$ cat src/rtl/push_button_conditioner_pkg.sv
// Shared definitions for the push button front-end: button indices,
// repeat FSM state encoding and small width helpers.
package push_button_conditioner_pkg;

  // Bit positions of the board buttons inside push_raw / btn_* vectors
  localparam int BTN_U = 0;
  localparam int BTN_D = 1;
  localparam int BTN_L = 2;
  localparam int BTN_R = 3;
  localparam int BTN_M = 4;

  // Auto-repeat state per button
  typedef enum logic [1:0] {
    ST_IDLE   = 2'd0,
    ST_HELD   = 2'd1,
    ST_REPEAT = 2'd2
  } rpt_state_t;

  // Counter width able to hold max_val without wrapping
  function automatic int cnt_width(input int max_val);
    return $clog2(max_val) + 1;
  endfunction

  function automatic int max_int(input int a, input int b);
    return (a > b) ? a : b;
  endfunction

endpackage

$ cat src/rtl/push_button_conditioner_btn_channel.sv
// One button lane: two-flop synchronizer, counting debouncer, registered
// press/release pulses and an optional auto-repeat FSM.
module btn_channel
  import push_button_conditioner_pkg::*;
#(
  parameter int DEBOUNCE_CYC  = 16,
  parameter int REPEAT_DELAY  = 382,
  parameter int REPEAT_PERIOD = 76,
  parameter bit REPEAT_EN     = 1'b0
) (
  input  logic clk,
  input  logic reset,
  input  logic push_raw,
  output logic btn_level,
  output logic btn_press,
  output logic btn_release
);

  localparam int DW = cnt_width(DEBOUNCE_CYC - 1);
  localparam int RW = cnt_width(max_int(REPEAT_DELAY - 1, REPEAT_PERIOD - 1));

  localparam logic [DW-1:0] DEB_LAST    = DW'(DEBOUNCE_CYC - 1);
  localparam logic [RW-1:0] DELAY_LAST  = RW'(REPEAT_DELAY - 1);
  localparam logic [RW-1:0] PERIOD_LAST = RW'(REPEAT_PERIOD - 1);

  logic          s1;
  logic          s2;
  logic          stable;
  logic [DW-1:0] dcnt;
  logic          accept;
  logic          rise;
  logic          fall;

  rpt_state_t    state;
  rpt_state_t    state_next;
  logic [RW-1:0] rcnt;
  logic [RW-1:0] rcnt_next;
  logic          repeat_fire;

  logic          press_q;
  logic          release_q;

  // Bring the asynchronous raw input into the clk domain
  always_ff @(posedge clk or negedge reset) begin
    if (!reset) begin
      s1 <= 1'b0;
      s2 <= 1'b0;
    end else begin
      s1 <= push_raw;
      s2 <= s1;
    end
  end

  // Accept a new level only after it has differed for DEBOUNCE_CYC cycles in a row
  always_ff @(posedge clk or negedge reset) begin
    if (!reset) begin
      stable <= 1'b0;
      dcnt   <= '0;
    end else if (s2 == stable) begin
      dcnt <= '0;
    end else if (dcnt == DEB_LAST) begin
      stable <= s2;
      dcnt   <= '0;
    end else begin
      dcnt <= dcnt + DW'(1);
    end
  end

  assign accept = (s2 != stable) && (dcnt == DEB_LAST);
  assign rise   = accept && s2;
  assign fall   = accept && !s2;

  // Repeat FSM state register
  always_ff @(posedge clk or negedge reset) begin
    if (!reset) begin
      state <= ST_IDLE;
      rcnt  <= '0;
    end else begin
      state <= state_next;
      rcnt  <= rcnt_next;
    end
  end

  // Repeat FSM next state; a release always wins over a pending repeat
  always_comb begin
    state_next = state;
    rcnt_next  = rcnt;
    case (state)
      ST_IDLE: begin
        if (rise) begin
          state_next = ST_HELD;
          rcnt_next  = '0;
        end
      end
      ST_HELD: begin
        if (fall) begin
          state_next = ST_IDLE;
          rcnt_next  = '0;
        end else if (REPEAT_EN && (rcnt == DELAY_LAST)) begin
          state_next = ST_REPEAT;
          rcnt_next  = '0;
        end else if (rcnt != DELAY_LAST) begin
          rcnt_next = rcnt + RW'(1);
        end
      end
      ST_REPEAT: begin
        if (fall) begin
          state_next = ST_IDLE;
          rcnt_next  = '0;
        end else if (rcnt == PERIOD_LAST) begin
          rcnt_next = '0;
        end else begin
          rcnt_next = rcnt + RW'(1);
        end
      end
      default: begin
        state_next = ST_IDLE;
        rcnt_next  = '0;
      end
    endcase
  end

  // Repeat FSM output: fire when the delay or period count expires
  always_comb begin
    repeat_fire = 1'b0;
    case (state)
      ST_HELD:   repeat_fire = REPEAT_EN && !fall && (rcnt == DELAY_LAST);
      ST_REPEAT: repeat_fire = !fall && (rcnt == PERIOD_LAST);
      default:   repeat_fire = 1'b0;
    endcase
  end

  // Register the one-cycle pulses so they line up with the level change
  always_ff @(posedge clk or negedge reset) begin
    if (!reset) begin
      press_q   <= 1'b0;
      release_q <= 1'b0;
    end else begin
      press_q   <= rise || repeat_fire;
      release_q <= fall;
    end
  end

  assign btn_level   = stable;
  assign btn_press   = press_q;
  assign btn_release = release_q;

endmodule

$ cat src/rtl/push_button_conditioner.sv
// Front-end for the board push buttons: one independent conditioning
// lane per button, auto-repeat enabled per lane by REPEAT_MASK.
module push_button_conditioner
  import push_button_conditioner_pkg::*;
#(
  parameter int               N_BTN         = 5,
  parameter int               DEBOUNCE_CYC  = 16,
  parameter int               REPEAT_DELAY  = 382,
  parameter int               REPEAT_PERIOD = 76,
  parameter logic [N_BTN-1:0] REPEAT_MASK   = 5'b00011
) (
  input  logic             clk,
  input  logic             reset,
  input  logic [N_BTN-1:0] push_raw,
  output logic [N_BTN-1:0] btn_level,
  output logic [N_BTN-1:0] btn_press,
  output logic [N_BTN-1:0] btn_release
);

  // One lane per button, fully independent of the others
  for (genvar i = 0; i < N_BTN; i++) begin : g_btn
    btn_channel #(
      .DEBOUNCE_CYC  (DEBOUNCE_CYC),
      .REPEAT_DELAY  (REPEAT_DELAY),
      .REPEAT_PERIOD (REPEAT_PERIOD),
      .REPEAT_EN     (REPEAT_MASK[i])
    ) u_channel (
      .clk         (clk),
      .reset       (reset),
      .push_raw    (push_raw[i]),
      .btn_level   (btn_level[i]),
      .btn_press   (btn_press[i]),
      .btn_release (btn_release[i])
    );
  end

endmodule

$ cat config.mk
export PLATFORM = sky130hd
export DESIGN_NAME = push_button_conditioner
export DESIGN_NICKNAME = d
export VERILOG_FILES = /design/src/rtl/push_button_conditioner_pkg.sv /design/src/rtl/push_button_conditioner_btn_channel.sv /design/src/rtl/push_button_conditioner.sv
export SDC_FILE = /design/constraint.sdc
export NUM_CORES = 1
export LEC_CHECK = 0
export BUFFER_PORTS_ARGS = -buffer_cell sky130_fd_sc_hd__buf_2
export CAP_MARGIN = 20
export CELL_PAD_IN_SITES_DETAIL_PLACEMENT = 1
export CELL_PAD_IN_SITES_GLOBAL_PLACEMENT = 1
export CORE_MARGIN = 2
export CORE_UTILIZATION = 48
export CTS_BUF_LIST = sky130_fd_sc_hd__clkbuf_4
export CTS_CLUSTER_DIAMETER = 100
export DETAILED_ROUTE_END_ITERATION = 10
export PLACE_DENSITY_LB_ADDON = 0.1
export REMOVE_ABC_BUFFERS = 1
export SLEW_MARGIN = 10
export SYNTH_ARGS = -nofsm -noshare
export SYNTH_HDL_FRONTEND = slang
export SYNTH_SLANG_ARGS = --single-unit
$ cat constraint.sdc
create_clock -name clk -period 2.7 [get_ports clk]
set_input_delay 0.54 -clock clk [delete_from_list [all_inputs] [get_ports clk]]
set_output_delay 0.54 -clock clk [all_outputs]
set_load 0.01 [all_outputs]
==> qor.csv, run 1 <==
metric,value,unit
critical-path maximum fanout,10,
Hold Buf Count CTS,0,
placed cell count,432,
placed cell area,3720,sq um
initial antenna violation count,0,
Die Y-Extent,90.8,um
port bufs,21,
Post-Synthesis Cells,331,
layout cell share with drive strength beyond 1,15.5,%
starting density of the core,49.6,%
most common cell in the netlist,dfrtp_1,
Max Cap Violations,0,
Post-synth EDFFs,0,
crit share post-route,79.8,%
design area,3830,sq um
Netlist Area Pre-Place,3620,sq um
grt ovf,0,
final layout net count,366,
largest area contributor in the netlist,dfrtp_1,
total number of vias,2451,
Min-Delay Path Class,input port to flip-flop,
Worst Tran Pin Value,0.908,ns
clock buffer depth,2,
Post-synth top flop,dfrtp_1,
Worst Setup Path Type,flip-flop to flip-flop,
Syn. warnings,0,
CTS tree,yes,
first-pass GRT wire length,12600,um
via count of the first global-routing pass,2579,
fin cells,448,
Top Metal Used,met4,
Routed Antenna Nets,0,
H-tree Lvls,3,
CP endpoint kind,flip-flop,
worst skew pair latency,0.42,ns
post-CTS setup repair buffer count,0,
largest net degree at the start of global routing,75,
minimum clock period,2.15,ns
WL met1,3340,um
First-pass DRT Iterations,4,
outcome,"finished, final reports clean",
crit path DAT,2.48,ns
count of pins over their slew limit,0,
LEAKAGE,1.83,nW
RSZ-0062 raised after global routing,false,
Horiz. Die Dim,90.8,um
routed wl met3,168,um
Worst Path Required,3.03,ns
post-CTS sizing,0,
CTS Root Cell,clkbuf_4,
met2 wire length,3450,um
Mean Syn Cell Area,10.9,sq um
antenna cells,0,
DP Wirelength,4980,um
DR iter-0 viols,50,
Synth-to-Final Area Change,5.81,%
CP startpoint kind,flip-flop,
fmax,464,MHz
"Core Util, Final",52.5,%
final count of negative-setup-slack endpoints,0,
RD Place Congestion,0.799,
WL/cell,15.7,um
drt drc,0,
Num Clock Sinks,74,
gr usage total,19.0,%
Fin Clk Skew,0.0157,ns
most common library cells after synthesis,"dfrtp_1 (74), nand2_1 (27), inv_1 (19), nand3_1 (19), nor2_1 (18)",
Power Density,469,nW/um^2
DR vias/cell,5.47,
Core ar.,7290,sq um
Synth top area share,51.2,%
ranking of synthesized cells by area,"dfrtp_1 (51%), ha_1 (5.2%), xor2_1 (3.4%), buf_4 (3.1%), nand2_1 (2.8%)",
post-synthesis sequential area ratio,51.2,%
#FFs+latches synth,74,
max_slew headroom,39.5,%
Core Rows,31,
Setup TNS,0,ns
Worst-path clk slew,0.12,ns
Async SR Flop Fraction,100,%
Final Hold Violating Endpoints,0,
total clock buffers created by CTS,9,
routed wire length,7050,um
num ports,22,
VDD IR max,0.000175,V
die area,8240,sq um
Yosys cell types,54,
per-layer routing:
| layer | track usage [%] | vias to the layer above |
|---|---|---|
| met4 | 5.30 | 0 |
| met3 | 5.68 | 9 |
| met2 | 31.2 | 23 |
| met5 | 0 | - |
| li1 | - | 1185 |
| met1 | 24.7 | 1234 |
worst max-delay path, cell delays in order (launching register included):
cell      delay (ns)
dfrtp_1         0.46
ha_1            0.27
nand2b_1        0.18
o41ai_4         0.12
a221oi_4        0.54
nand2_4         0.19
o311ai_2        0.29
final cells by class:
type                            instances  area (sq um)
Clock inverter                          6          33.8
Multi-Input combinational cell        219          1560
Fill cell                             825          3470
Sequential cell                        74          1850
Inverter                               19          71.3
Timing Repair Buffer                   21           108
Clock buffer                           10          75.1
Tap cell                               99           124
kinds of logic (layout without fill, tap and decap cells):
kind of cell / after synthesis / count (layout) / share of synthesized area [%]
buffers and inverters: 38 / 56 / 5.57
multiplexers: 5 / 5 / 1.52
XOR/XNOR: 14 / 14 / 3.39
adder cells (fa/ha/maj): 15 / 15 / 5.19
AO/OA/AOI/OAI: 60 / 60 / 14.0
AND/OR/NAND/NOR: 125 / 125 / 19.1
flip-flops: 74 / 74 / 51.2
layout by cell type (no fill, tap or decap), types with 3 or more instances in the layout:
| cell type | n |
|---|---|
| o211ai_1 | 3 |
| o22ai_1 | 4 |
| or2_1 | 3 |
| nor2_1 | 18 |
| xor2_1 | 14 |
| nor4_1 | 3 |
| dfrtp_1 | 74 |
| and2_1 | 8 |
| o311ai_2 | 3 |
| nand4_1 | 6 |
| nand2b_1 | 4 |
| nand2_1 | 27 |
| clkbuf_4 | 10 |
| inv_1 | 19 |
| buf_2 | 20 |
| o21ai_0 | 8 |
| clkinv_2 | 3 |
| nor2b_1 | 4 |
| nor3b_1 | 7 |
| and3_1 | 11 |
| nand3_1 | 19 |
| a21o_1 | 6 |
| a21oi_1 | 6 |
| o31ai_1 | 3 |
| o21ai_1 | 3 |
| a22o_1 | 8 |
| ha_1 | 15 |
| mux2_2 | 4 |
report_power, final:
part	switching [mW]	internal [mW]	total (mW)
Combinational	0.0401	0.0224	0.0625
Sequential	0.0198	1.13	1.15
Clock	0.386	0.192	0.578
Total	0.446	1.35	1.79
per-stage QoR:
step                      hold slack (ns)  power, mW  setup WS (ns)
after floorplan                     0.244       1.20          0.848
after global placement              0.334       1.24          0.629
after detailed placement            0.336       1.24          0.553
after CTS                           0.169       1.84          0.500
after global routing                0.168       1.89          0.339
final                               0.213       1.79          0.545
sequential cells by signal, indices dropped and copies added, names as in the netlist:
signal / cells
g_btn.u_channel.btn_release: 5
g_btn.u_channel.dcnt: 25
g_btn.u_channel.s1: 5
g_btn.u_channel.s2: 5
g_btn.u_channel.rcnt: 20
g_btn.u_channel.btn_level: 5
g_btn.u_channel.btn_press: 5
g_btn.u_channel.state: 4
final timing paths:
| path | startpoint | end | slack [ns] | cells past startpoint |
|---|---|---|---|---|
| max | g_btn[1].u_channel.rcnt[0]$_DFFE_PN0P_ | g_btn[1].u_channel.rcnt[3]$_DFFE_PN0P_ | 0.55 | 6 |
| min | push_raw[4] | g_btn[4].u_channel.s1$_DFF_PN0_ | 0.21 | 1 |
| max reg2reg | g_btn[1].u_channel.rcnt[0]$_DFFE_PN0P_ | g_btn[1].u_channel.rcnt[3]$_DFFE_PN0P_ | 0.55 | 6 |
| min reg2reg | g_btn[0].u_channel.s1$_DFF_PN0_ | g_btn[0].u_channel.s2$_DFF_PN0_ | 0.37 | 0 |
| max in group asynchronous | reset | g_btn[0].u_channel.rcnt[6]$_DFFE_PN0P_ | 1.88 | 1 |
| min in group asynchronous | reset | g_btn[3].u_channel.dcnt[3]$_DFF_PN0_ | 0.25 | 1 |
No activity file was read; power rests on OpenSTA's default activity.
==> inputs of run 2 (changes only) <==
clock period = 2.2 ns   (was 2.7 ns; I/O delays follow)
==> qor.csv, run 2 (synthesis gave the netlist of run 1 again) <==
metric,value,unit,change
DR iter-0 viols,90,,+80%
hold_sp,push_raw[1],,
die area,8240,sq um,unchanged
Power Density,641,nW/um^2,+37%
peak per-stage delay on the critical path,0.56,ns,+0.02 ns
final critical-path setup slack,0.108,ns,-0.438 ns
largest registers,"g_btn.u_channel.dcnt: 25 flops, g_btn.u_channel.rcnt: 20 flops",,
worst skew pair latency,0.43,ns,about the same
Routed Antenna Nets,0,,unchanged
largest net degree at the start of global routing,32,,-57%
Final Hold Violating Endpoints,0,,unchanged
layout cell share with drive strength beyond 1,18.5,%,+3.0 points
Horiz. Die Dim,90.8,um,unchanged
Setup TNS,0,ns,unchanged
port bufs,21,,unchanged
grt ovf,0,,unchanged
Worst Hold End,g_btn[1].u_channel.s1$_DFF_PN0_,,
crit path DAT,2.41,ns,-0.07 ns
Worst R2R Setup Slack,0.11,ns,-0.44 ns
RD Place Congestion,0.863,,+8.0%
placed cell area,3820,sq um,+2.8%
design area,4020,sq um,+5.1%
crit path cell chain,or4b_4 > o41ai_4 > a221oi_4 > buf_4 > a21oi_1 > o22ai_1,,
reg2reg start,g_btn[1].u_channel.rcnt[4]$_DFFE_PN0P_,,
initial antenna violation count,0,,unchanged
H-tree Lvls,3,,unchanged
Die Y-Extent,90.8,um,unchanged
Worst Hold Margin,0.111,ns,-0.102 ns
CTS tree,yes,,
Min-Delay Path Class,input port to flip-flop,,
gr usage total,20.7,%,+1.6 points
Setup WS pre-CTS,0.0543,ns,-0.499 ns
fmax,478,MHz,+3.0%
antenna cells,0,,unchanged
final count of negative-setup-slack endpoints,0,,unchanged
Worst path slowest cell,or4b_4,,
via count of the first global-routing pass,2799,,+8.5%
total clock buffers created by CTS,9,,unchanged
drt drc,0,,unchanged
CP startpoint kind,flip-flop,,
RSZ-0062 raised after global routing,false,,
fin cells,461,,+2.9%
routed wire length,7530,um,+6.8%
Reg-to-Reg End,g_btn[1].u_channel.rcnt[5]$_DFFE_PN0P_,,
first-pass GRT wire length,13800,um,+9.6%
critical-path maximum fanout,6,,-4
Synth-to-Final Area Change,11.2,%,
clock buffer depth,2,,unchanged
num ports,22,,unchanged
placed cell count,444,,+2.8%
Worst Path Required,2.52,ns,-0.51 ns
outcome,"finished, final reports clean",,
Max Cap Violations,0,,unchanged
Num Clock Sinks,74,,unchanged
CTS Root Cell,clkbuf_4,,
starting density of the core,49.6,%,unchanged
post-CTS sizing,0,,unchanged
crit share post-route,95.1,%,+15 points
max_slew headroom,72.6,%,+33 points
register with the most flip-flops,g_btn.u_channel.dcnt,,
VDD IR max,0.000288,V,+65%
Worst Setup Path Type,flip-flop to flip-flop,,
total number of vias,2567,,+4.7%
minimum clock period,2.09,ns,-0.0623 ns
final layout net count,380,,+3.8%
hold depth,1,,unchanged
Core Rows,31,,unchanged
First-pass DRT Iterations,4,,unchanged
R2R cell count,6,,unchanged
LEAKAGE,1.94,nW,+5.9%
max reg flops,25,,unchanged
count of pins over their slew limit,0,,unchanged
"commonest non-fill, non-tap cells in the layout","dfrtp_1 (74), nand2_1 (27), buf_2 (20), inv_1 (19), nand3_1 (19)",,
DR vias/cell,5.57,,+1.8%
WL/cell,16.3,um,+3.8%
DP Wirelength,5340,um,+7.3%
Worst-path clk slew,0.12,ns,about the same
CP endpoint kind,flip-flop,,
Fin Clk Skew,0.0106,ns,-0.00511 ns
"commonest non-fill, non-tap cell in the layout",dfrtp_1,,
Worst Tran Pin Value,0.406,ns,-0.501 ns
Core ar.,7290,sq um,unchanged
-- run 2: layout make-up --
class,instances,area [sq um]
inverters,19,71.3
repair buffers,35,228
well taps,99,124
clock buffers,9,67.6
flip-flops and latches,74,1850
multi-input cells,219,1560
clock inverters,6,115
fillers,799,3270
-- run 2: stage by stage --
stage / power [mW] / util (%)
floorplan: 1.47 / -
global placement: 1.52 / 52.4
detailed placement: 1.53 / 52.4
CTS: 2.62 / 55.1
global route: 2.69 / 55.1
finish: 2.58 / 55.1
-- run 2: worst max path at each step --
stage	start	to	slack, ns	cells after the start
global placement	g_btn[1].u_channel.rcnt[0]$_DFFE_PN0P_	g_btn[1].u_channel.rcnt[9]$_DFFE_PN0P_	0.17	6
detailed placement	g_btn[1].u_channel.rcnt[0]$_DFFE_PN0P_	g_btn[1].u_channel.rcnt[8]$_DFFE_PN0P_	0.05	6
global route	g_btn[1].u_channel.rcnt[4]$_DFFE_PN0P_	g_btn[1].u_channel.rcnt[5]$_DFFE_PN0P_	0.003	6
floorplan	g_btn[1].u_channel.rcnt[7]$_DFFE_PN0P_	g_btn[1].u_channel.rcnt[3]$_DFFE_PN0P_	0.35	5
CTS	g_btn[1].u_channel.rcnt[4]$_DFFE_PN0P_	g_btn[1].u_channel.rcnt[5]$_DFFE_PN0P_	0.10	6
finish	g_btn[1].u_channel.rcnt[4]$_DFFE_PN0P_	g_btn[1].u_channel.rcnt[5]$_DFFE_PN0P_	0.11	6
-- run 2: routing by layer --
metal / GRT usage (%) / up-vias / part of all wire [%]
met3: 4.34 / 10 / 2.7
met4: 6.06 / 0 / 1.4
li1: - / 1215 / -
met5: 0 / - / 0
met1: 26.6 / 1310 / 46
met2: 35.3 / 32 / 50
-- run 2: report_power, final --
group,switching [mW],total [mW],internal (mW)
clock network,0.500,1.07,0.575
registers,0.0259,1.42,1.39
logic,0.0524,0.0863,0.0340
-- run 2: worst max-delay path: cells and delay by family (launching register included) --
kind,cells,cell delay (ns)
simple gates,1,0.56
flops,1,0.46
buf+inv,1,0.20
compound gates,4,0.77
-- run 2: timing repair --
action,in CTS,in global routing
hold buffers,1,0
setup buffers,1,0
setup endpoints to repair,1,0
endpoints found under the hold margin,24,0
==> inputs of run 3 (changes only) <==
SETUP_SLACK_MARGIN = 0.2   (was default)
==> qor.csv, run 3 (synthesis gave the netlist of run 1 again) <==
metric,value,unit,change
Routed Antenna Nets,0,,unchanged
"commonest non-fill, non-tap cells in the layout","dfrtp_1 (73), nand2_1 (27), buf_4 (24), buf_2 (20)",,
fmax,515,MHz,+7.8%
Worst Setup Path Type,flip-flop to flip-flop,,
starting density of the core,49.6,%,unchanged
Setup WS pre-CTS,0.0543,ns,unchanged
design area,4230,sq um,+5.1%
crit path DAT,2.29,ns,-0.12 ns
CP endpoint kind,flip-flop,,
initial antenna violation count,0,,unchanged
"Core Util, Final",57.9,%,+2.8 points
max reg flops,25,,unchanged
reg2reg start,g_btn[1].u_channel.dcnt[0]$_DFF_PN0_,,
WL/cell,16.8,um,+2.6%
grt ovf,0,,unchanged
RD Place Congestion,0.863,,unchanged
clock buffer depth,2,,unchanged
Fin Clk Skew,0.0115,ns,+0.000876 ns
crit share post-route,88.2,%,-6.9 points
DR iter-0 viols,53,,-41%
die area,8240,sq um,unchanged
worst skew pair latency,0.42,ns,about the same
Power Density,611,nW/um^2,-4.8%
critical-path maximum fanout,6,,unchanged
Reg-to-Reg End,g_btn[1].u_channel.rcnt[5]$_DFFE_PN0P_,,
Worst R2R Setup Slack,0.26,ns,+0.15 ns
final critical-path setup slack,0.260,ns,+0.152 ns
Tot Pwr,2.58,mW,about the same
CTS Root Cell,clkbuf_4,,
RSZ-0062 raised after global routing,true,,
fill cell count,784,,-1.9%
First-pass DRT Iterations,4,,unchanged
Final Hold Violating Endpoints,0,,unchanged
placed cell area,3820,sq um,unchanged
Critical Path Start,g_btn[1].u_channel.dcnt[0]$_DFF_PN0_,,
minimum clock period,1.94,ns,-0.152 ns
Worst Hold Margin,0.109,ns,-0.00179 ns
DP Wirelength,5340,um,unchanged
VDD IR max,0.000296,V,+2.8%
"commonest non-fill, non-tap cell in the layout",dfrtp_1,,
Num Clock Sinks,74,,unchanged
layout cell share with drive strength beyond 1,25.6,%,+7.1 points
Worst Path Required,2.55,ns,+0.03 ns
antenna cells,0,,unchanged
gr usage total,21.0,%,+0.32 points
final layout net count,393,,+3.4%
Core ar.,7290,sq um,unchanged
fin cells,474,,+2.8%
LEAKAGE,2.02,nW,+4.0%
register with the most flip-flops,g_btn.u_channel.dcnt,,
CP startpoint kind,flip-flop,,
H-tree Lvls,3,,unchanged
routed wire length,7950,um,+5.5%
Worst-path clk slew,0.13,ns,about the same
R2R cell count,7,,+1
Min-Delay Path Class,input port to flip-flop,,
max_slew headroom,72.1,%,-0.50 points
Horiz. Die Dim,90.8,um,unchanged
Setup TNS,0,ns,unchanged
Worst Tran Pin Value,0.415,ns,+0.00906 ns
CTS tree,yes,,
final count of negative-setup-slack endpoints,0,,unchanged
Reg area,1850,sq um,about the same
Synth-to-Final Area Change,16.9,%,
placed cell count,444,,unchanged
Die Y-Extent,90.8,um,unchanged
largest net degree at the start of global routing,32,,unchanged
DR vias/cell,5.59,,+0.48%
multi-input logic area,1660,sq um,+6.3%
crit path capture,g_btn[1].u_channel.rcnt[5]$_DFFE_PN0P_,,
largest registers,"g_btn.u_channel.dcnt: 25 flops, g_btn.u_channel.rcnt: 20 flops",,
via count of the first global-routing pass,2851,,+1.9%
port bufs,21,,unchanged
drt drc,0,,unchanged
total clock buffers created by CTS,9,,unchanged
Max Cap Violations,0,,unchanged
Core Rows,31,,unchanged
count of pins over their slew limit,0,,unchanged
first-pass GRT wire length,14000,um,+1.5%
outcome,"finished, final reports clean",,
total number of vias,2652,,+3.3%
num ports,22,,unchanged
run 3: cell count changes in the layout (fill, tap and decap cells not counted), sizes merged:
| cell | change |
|---|---|
| buf | +13 |
run 3: report_power, final:
group | total [mW] | internal (mW) | switching (mW)
sequential | 1.42 | 1.39 | 0.0264
combinational | 0.0920 | 0.0381 | 0.0540
clock | 1.07 | 0.575 | 0.496
total | 2.58 | 2.00 | 0.577
run 3: how the worst min path moves through the flow:
stage | depth (start not counted) | from | endpoint | slack (ns)
global placement | 0 | g_btn[0].u_channel.s1$_DFF_PN0_ | g_btn[0].u_channel.s2$_DFF_PN0_ | 0.33
global route | 1 | push_raw[0] | g_btn[0].u_channel.s1$_DFF_PN0_ | 0.08
CTS | 1 | push_raw[1] | g_btn[1].u_channel.s1$_DFF_PN0_ | 0.07
floorplan | 0 | reset | g_btn[0].u_channel.btn_level$_DFFE_PN0N_ | 0.14
detailed placement | 0 | g_btn[4].u_channel.s1$_DFF_PN0_ | g_btn[4].u_channel.s2$_DFF_PN0_ | 0.34
finish | 1 | push_raw[0] | g_btn[0].u_channel.s1$_DFF_PN0_ | 0.11
run 3: area by class of cell:
type                            instances  area share (%)
Inverter                               19            1.69
Sequential cell                        74            43.9
Clock buffer                            9            1.60
Tap cell                               99            2.93
Multi-Input combinational cell        219            39.3
Timing Repair Buffer                   48            7.88
Clock inverter                          6            2.72
run 3: worst max-delay path, cell delays in order, from the launching register on:
cell and delay, ns:
dfrtp_1 0.41, ha_2 0.21, nand4b_1 0.23, nor2_4 0.08, a221oi_4 0.45, nand2_4 0.16
buf_6 0.17, o22ai_4 0.15
run 3: routing by layer:
| metal | wire length [um] | global-route usage (%) | vias up |
|---|---|---|---|
| met2 | 3950 | 35.9 | 58 |
| met5 | 0 | 0 | - |
| met4 | 153 | 6.82 | 0 |
| li1 | - | - | 1237 |
| met3 | 244 | 4.51 | 27 |
| met1 | 3600 | 26.5 | 1330 |
run 3: timing repair:
action,4_1_cts,5_1_grt
pin swaps,4,8
hold endpoints to repair,24,0
resized for setup,4,20
buffers inserted,6,8
setup endpoints to repair,9,22
hold buffers,1,0
